<file path="config.mk">
export PLATFORM = sky130hd
export DESIGN_NAME = ssd_bcd_driver
export DESIGN_NICKNAME = d
export VERILOG_FILES = /design/src/rtl/ssd_bcd_driver.sv
export SDC_FILE = /design/constraint.sdc
export NUM_CORES = 1
export LEC_CHECK = 0
export CAP_MARGIN = 20
export CORE_MARGIN = 1
export CORE_UTILIZATION = 55
export DETAILED_ROUTE_END_ITERATION = 8
export GPL_TIMING_DRIVEN = 1
export PLACE_DENSITY = 0.74
export SKIP_CTS_REPAIR_TIMING = 1
export SLEW_MARGIN = 20
export SYNTH_ARGS = -nofsm -noshare
export SYNTH_HDL_FRONTEND = slang
export SYNTH_SLANG_ARGS = --single-unit
export TNS_END_PERCENT = 100
</file>
<file path="constraint.sdc">
create_clock -name clk -period 4.95 [get_ports clk]
set_clock_uncertainty 0.1 [all_clocks]
set_input_delay 0.99 -clock clk [delete_from_list [all_inputs] [get_ports clk]]
set_output_delay 0.99 -clock clk [all_outputs]
set_load 0.005 [all_outputs]
</file>
<file path="src/rtl/ssd_bcd_driver.sv">
// Four-digit common-anode seven-segment driver: sequential double-dabble
// binary-to-BCD conversion, time-multiplexed digit scan, optional leading-zero blanking.
module ssd_bcd_driver #(
  parameter int unsigned REFRESH_DIV = 100000,
  parameter bit          BLANK_LZ    = 1'b1
) (
  input  logic        clk,
  input  logic        rst,
  input  logic [12:0] value,
  output logic [3:0]  anode,
  output logic [6:0]  segments,
  output logic        update
);

  typedef enum logic [1:0] {
    S_IDLE,
    S_SHIFT,
    S_LOAD
  } state_e;

  localparam int unsigned   PW         = (REFRESH_DIV > 1) ? $clog2(REFRESH_DIV) : 1;
  localparam logic [PW-1:0] PRESC_LAST = PW'(REFRESH_DIV - 1);

  state_e        state_q, state_d;
  logic [12:0]   bin_q, bin_d;
  logic [15:0]   bcd_q, bcd_d, bcd_adj;
  logic [3:0]    cnt_q, cnt_d;
  logic [15:0]   disp_q, disp_d;
  logic          update_q, update_d;
  logic [PW-1:0] presc_q, presc_d;
  logic [1:0]    digit_q, digit_d;
  logic [3:0]    anode_q, anode_d;
  logic [6:0]    seg_q, seg_d;
  logic [3:0]    nibble;
  logic          blank;

  function automatic logic [6:0] decode(input logic [3:0] n);
    case (n)
      4'd0:    decode = 7'b1000000;
      4'd1:    decode = 7'b1111001;
      4'd2:    decode = 7'b0100100;
      4'd3:    decode = 7'b0110000;
      4'd4:    decode = 7'b0011001;
      4'd5:    decode = 7'b0010010;
      4'd6:    decode = 7'b0000010;
      4'd7:    decode = 7'b1111000;
      4'd8:    decode = 7'b0000000;
      4'd9:    decode = 7'b0010000;
      default: decode = 7'b1111111;
    endcase
  endfunction

  // Conversion FSM: value is sampled only in IDLE; the display register is
  // written only in LOAD so a partially converted result is never shown.
  always_comb begin
    // NOTE: every signal gets a default before the case so no path can infer a latch.
    state_d  = state_q;
    bin_d    = bin_q;
    bcd_d    = bcd_q;
    cnt_d    = cnt_q;
    disp_d   = disp_q;
    update_d = 1'b0;
    bcd_adj  = bcd_q;
    for (int i = 0; i < 4; i++) begin
      if (bcd_q[4*i +: 4] >= 4'd5) bcd_adj[4*i +: 4] = bcd_q[4*i +: 4] + 4'd3;
    end
    case (state_q)
      S_IDLE: begin
        bin_d   = value;
        bcd_d   = '0;
        cnt_d   = '0;
        state_d = S_SHIFT;
      end
      S_SHIFT: begin
        bcd_d = {bcd_adj[14:0], bin_q[12]};
        bin_d = {bin_q[11:0], 1'b0};
        cnt_d = cnt_q + 4'd1;
        if (cnt_q == 4'd12) begin
          state_d  = S_LOAD;
          update_d = 1'b1;
        end
      end
      S_LOAD: begin
        disp_d  = bcd_q;
        state_d = S_IDLE;
      end
      default: state_d = S_IDLE;
    endcase
  end

  always_comb begin
    presc_d = presc_q + PW'(1);
    digit_d = digit_q;
    if (presc_q == PRESC_LAST) begin
      presc_d = '0;
      digit_d = digit_q + 2'd1;
    end
  end

  // A digit above 0 is blank when it and every more significant nibble are zero.
  always_comb begin
    nibble = disp_q[4*digit_q +: 4];
    case (digit_q)
      2'd1:    blank = (disp_q[15:4] == '0);
      2'd2:    blank = (disp_q[15:8] == '0);
      2'd3:    blank = (disp_q[15:12] == '0);
      default: blank = 1'b0;
    endcase
    anode_d = ~(4'b0001 << digit_q);
    seg_d   = (BLANK_LZ && blank) ? 7'b1111111 : decode(nibble);
  end

  always_ff @(posedge clk) begin
    // NOTE: sequential state uses non-blocking assignments so all flops update together.
    if (rst) begin
      state_q  <= S_IDLE;
      bin_q    <= '0;
      bcd_q    <= '0;
      cnt_q    <= '0;
      disp_q   <= '0;
      update_q <= 1'b0;
      presc_q  <= '0;
      digit_q  <= '0;
      anode_q  <= 4'b1111;
      seg_q    <= 7'b1111111;
    end else begin
      state_q  <= state_d;
      bin_q    <= bin_d;
      bcd_q    <= bcd_d;
      cnt_q    <= cnt_d;
      disp_q   <= disp_d;
      update_q <= update_d;
      presc_q  <= presc_d;
      digit_q  <= digit_d;
      anode_q  <= anode_d;
      seg_q    <= seg_d;
    end
  end

  assign anode    = anode_q;
  assign segments = seg_q;
  assign update   = update_q;

endmodule

</file>
==> flow_summary.ini <==
[status]
status = complete, no violations

[floorplan]
die_height_um = 85.1
ioPinCount = 27
core-area_mm2 = 0.00649
die-area_mm2 = 0.00725
rows = 29
initial_core_util = 0.585
dieWidth_um = 85.1

[setup_path]
cp-start-kind = flip-flop
worstPathRequired_ps = 3860
worst_path_largest_cell_delay_ps = 490
worst_setup_path_end_kind = output port
path_max_fanout = 1
crit_buf_inv = 1
worstSetupPathType = reg2out
slowest_stage = clkdlybuf4s50_1
cp.arrival_ps = 1160
crit_family = buffers and inverters
cp_cell_sequence = clkdlybuf4s50_1

[timing]
finalSetupTns_ps = 0
setup_ws_ps = 2700
period_share = 0.454
hold_viol = 0
fin_crit_ps = 2250
maxSlewViolCount = 0
maxSlewHeadroom = 0.313
rsz0062_at_grt = false
holdWs_ps = 351
tightest_slew_ps = 1030
report.final.setup_viol = 0
fmax_mhz = 445

[drt]
viasPerCell = 5.41
final_antenna_net_count = 0
first_iter_violations = 133
firstDrtPassIters = 4
drc_errors = 0
vias = 2967
post_drt_wl_per_cell_um = 12.6
wl_um = 6930

[grt]
grt_antenna_before_repair = 0
grt_start_max_net_pins = 64
grt_overflow_total = 0
grt_first_pass_wirelength_um = 12000
first_global_vias = 2784
grt_usage = 0.207

[clock_network]
clockBufferDepth = 2
clock_sinks = 82
cts-root-buf = clkbuf_8
clk_pin_slew_worst_paths_ps = 80
clk_latency_ps = 350
cts_tree = done
h-tree-depth = 3
numCtsBuffers = 9

[synth]
postSynthAreaPerCell_um2 = 8.46
synth_top_area_cell = dfxtp_1
synth_warnings = 0
synth_flop_cell = dfxtp_1
yosysTopAreaCellShare = 0.432
syn_area_mm2 = 0.00380
syn_inst = 449
synthArstFlopShare = 0
synth_edf_count = 0
synth-seq-cells = 82
synth-seq-area-share = 0.432
syn_nets = 485
synth.top_cells.by_count = 82 x dfxtp_1, 71 x nor2_1, 48 x a21oi_1
yosysMostFrequentCell = dfxtp_1
synthDistinctLibCells = 41
yosys-top-cells-area = dfxtp_1 43%, nor2_1 7.0%, ha_1 6.9%

[finish]
fillers = 533
area_delta_synth_final_pct = 12.0
fin_cells = 548
diodes = 0
final_layout_size_suffix_gt1_frac = 0.0531
num-nets-final = 502

[placed_design]
place_congestion = 0.824
pre_cts_slack_ps = 2410
dp_cells = 531
io_buffers = 26
hpwlAfterDp_um = 4620

[hold_path]
hold_class = reg2reg

[power_and_ir_drop]
power.density_cell_area_mw_per_mm2 = 275
power_w = 0.00117
max-vdd-ir-drop_mv = 0.170
leakage_nw = 1.60

[job]
cap_violations = 0
-- routing by layer --
layer | up-vias | track usage | wire length [µm]
li1 | 1535 | - | -
met1 | 1360 | 0.256 | 3410
met2 | 58 | 0.343 | 3190
met3 | 14 | 0.0496 | 205
met4 | 0 | 0.0940 | 125
met5 | - | 0 | 0
-- power by group --
group          switching [W]   total, W  internal [W]
Sequential        0.00000691   0.000679      0.000672
Clock               0.000231   0.000426      0.000195
Combinational      0.0000316  0.0000633     0.0000317
-- flip-flops by register name, indices dropped and copies added (netlist names), 4 cells and up --
name	cells
presc_q	17
anode	4
bcd_q	16
bin_q	13
segments	7
cnt_q	4
disp_q	16
-- kinds of logic after synthesis --
family / after synthesis / share of synthesized area
simple gates: 177 / 0.210
flops: 82 / 0.432
compound gates: 81 / 0.122
buf+inv: 43 / 0.0448
xor+xnor: 24 / 0.0553
mux: 21 / 0.0665
fa+ha+maj: 21 / 0.0691
-- layout by cell type (no fill, tap or decap), drive strengths merged, types with 12 or more instances in the layout --
| cell | Yosys | final |
|---|---|---|
| xnor2 | 17 | 17 |
| nand2 | 46 | 46 |
| dfxtp | 82 | 82 |
| clkbuf | 18 | 12 |
| clkdlybuf4s50 | 0 | 25 |
| inv | 19 | 19 |
| a21oi | 48 | 48 |
| mux2i | 17 | 17 |
| o21ai | 14 | 14 |
| nor3 | 13 | 13 |
| nand2b | 12 | 12 |
| ha | 21 | 21 |
| nor2 | 71 | 71 |
-- final cells by class --
| type | count | area (µm²) | area share |
|---|---|---|---|
| Tap cell | 77 | 96.3 | 0.0226 |
| Multi-Input combinational cell | 324 | 1990 | 0.467 |
| Inverter | 19 | 71.3 | 0.0168 |
| Timing Repair Buffer | 30 | 285 | 0.0670 |
| Sequential cell | 82 | 1640 | 0.386 |
| Clock buffer | 12 | 145 | 0.0341 |
| Clock inverter | 4 | 27.5 | 0.00647 |
-- stage by stage --
stage / cell area (µm²) / utilization
final: 4260 / 0.655
after global routing: 4260 / 0.655
after CTS: 4250 / 0.654
after detailed placement: 4080 / 0.627
after global placement: 4080 / 0.627
after floorplan: 3800 / -
-- worst paths after layout --
| check | from | cells past startpoint | endpoint | slack, ps |
|---|---|---|---|---|
| max | update$_SDFF_PP0_ | 1 | update | 2700 |
| min | presc_q[0]$_SDFF_PP0_ | 1 | presc_q[0]$_SDFF_PP0_ | 350 |
| max reg2reg | state_q[1]$_SDFFE_PP0P_ | 4 | bcd_q[10]$_SDFFE_PP0P_ | 2720 |
| min reg2reg | presc_q[0]$_SDFF_PP0_ | 1 | presc_q[0]$_SDFF_PP0_ | 350 |
Note: power is estimated with default switching activity, not from simulation.
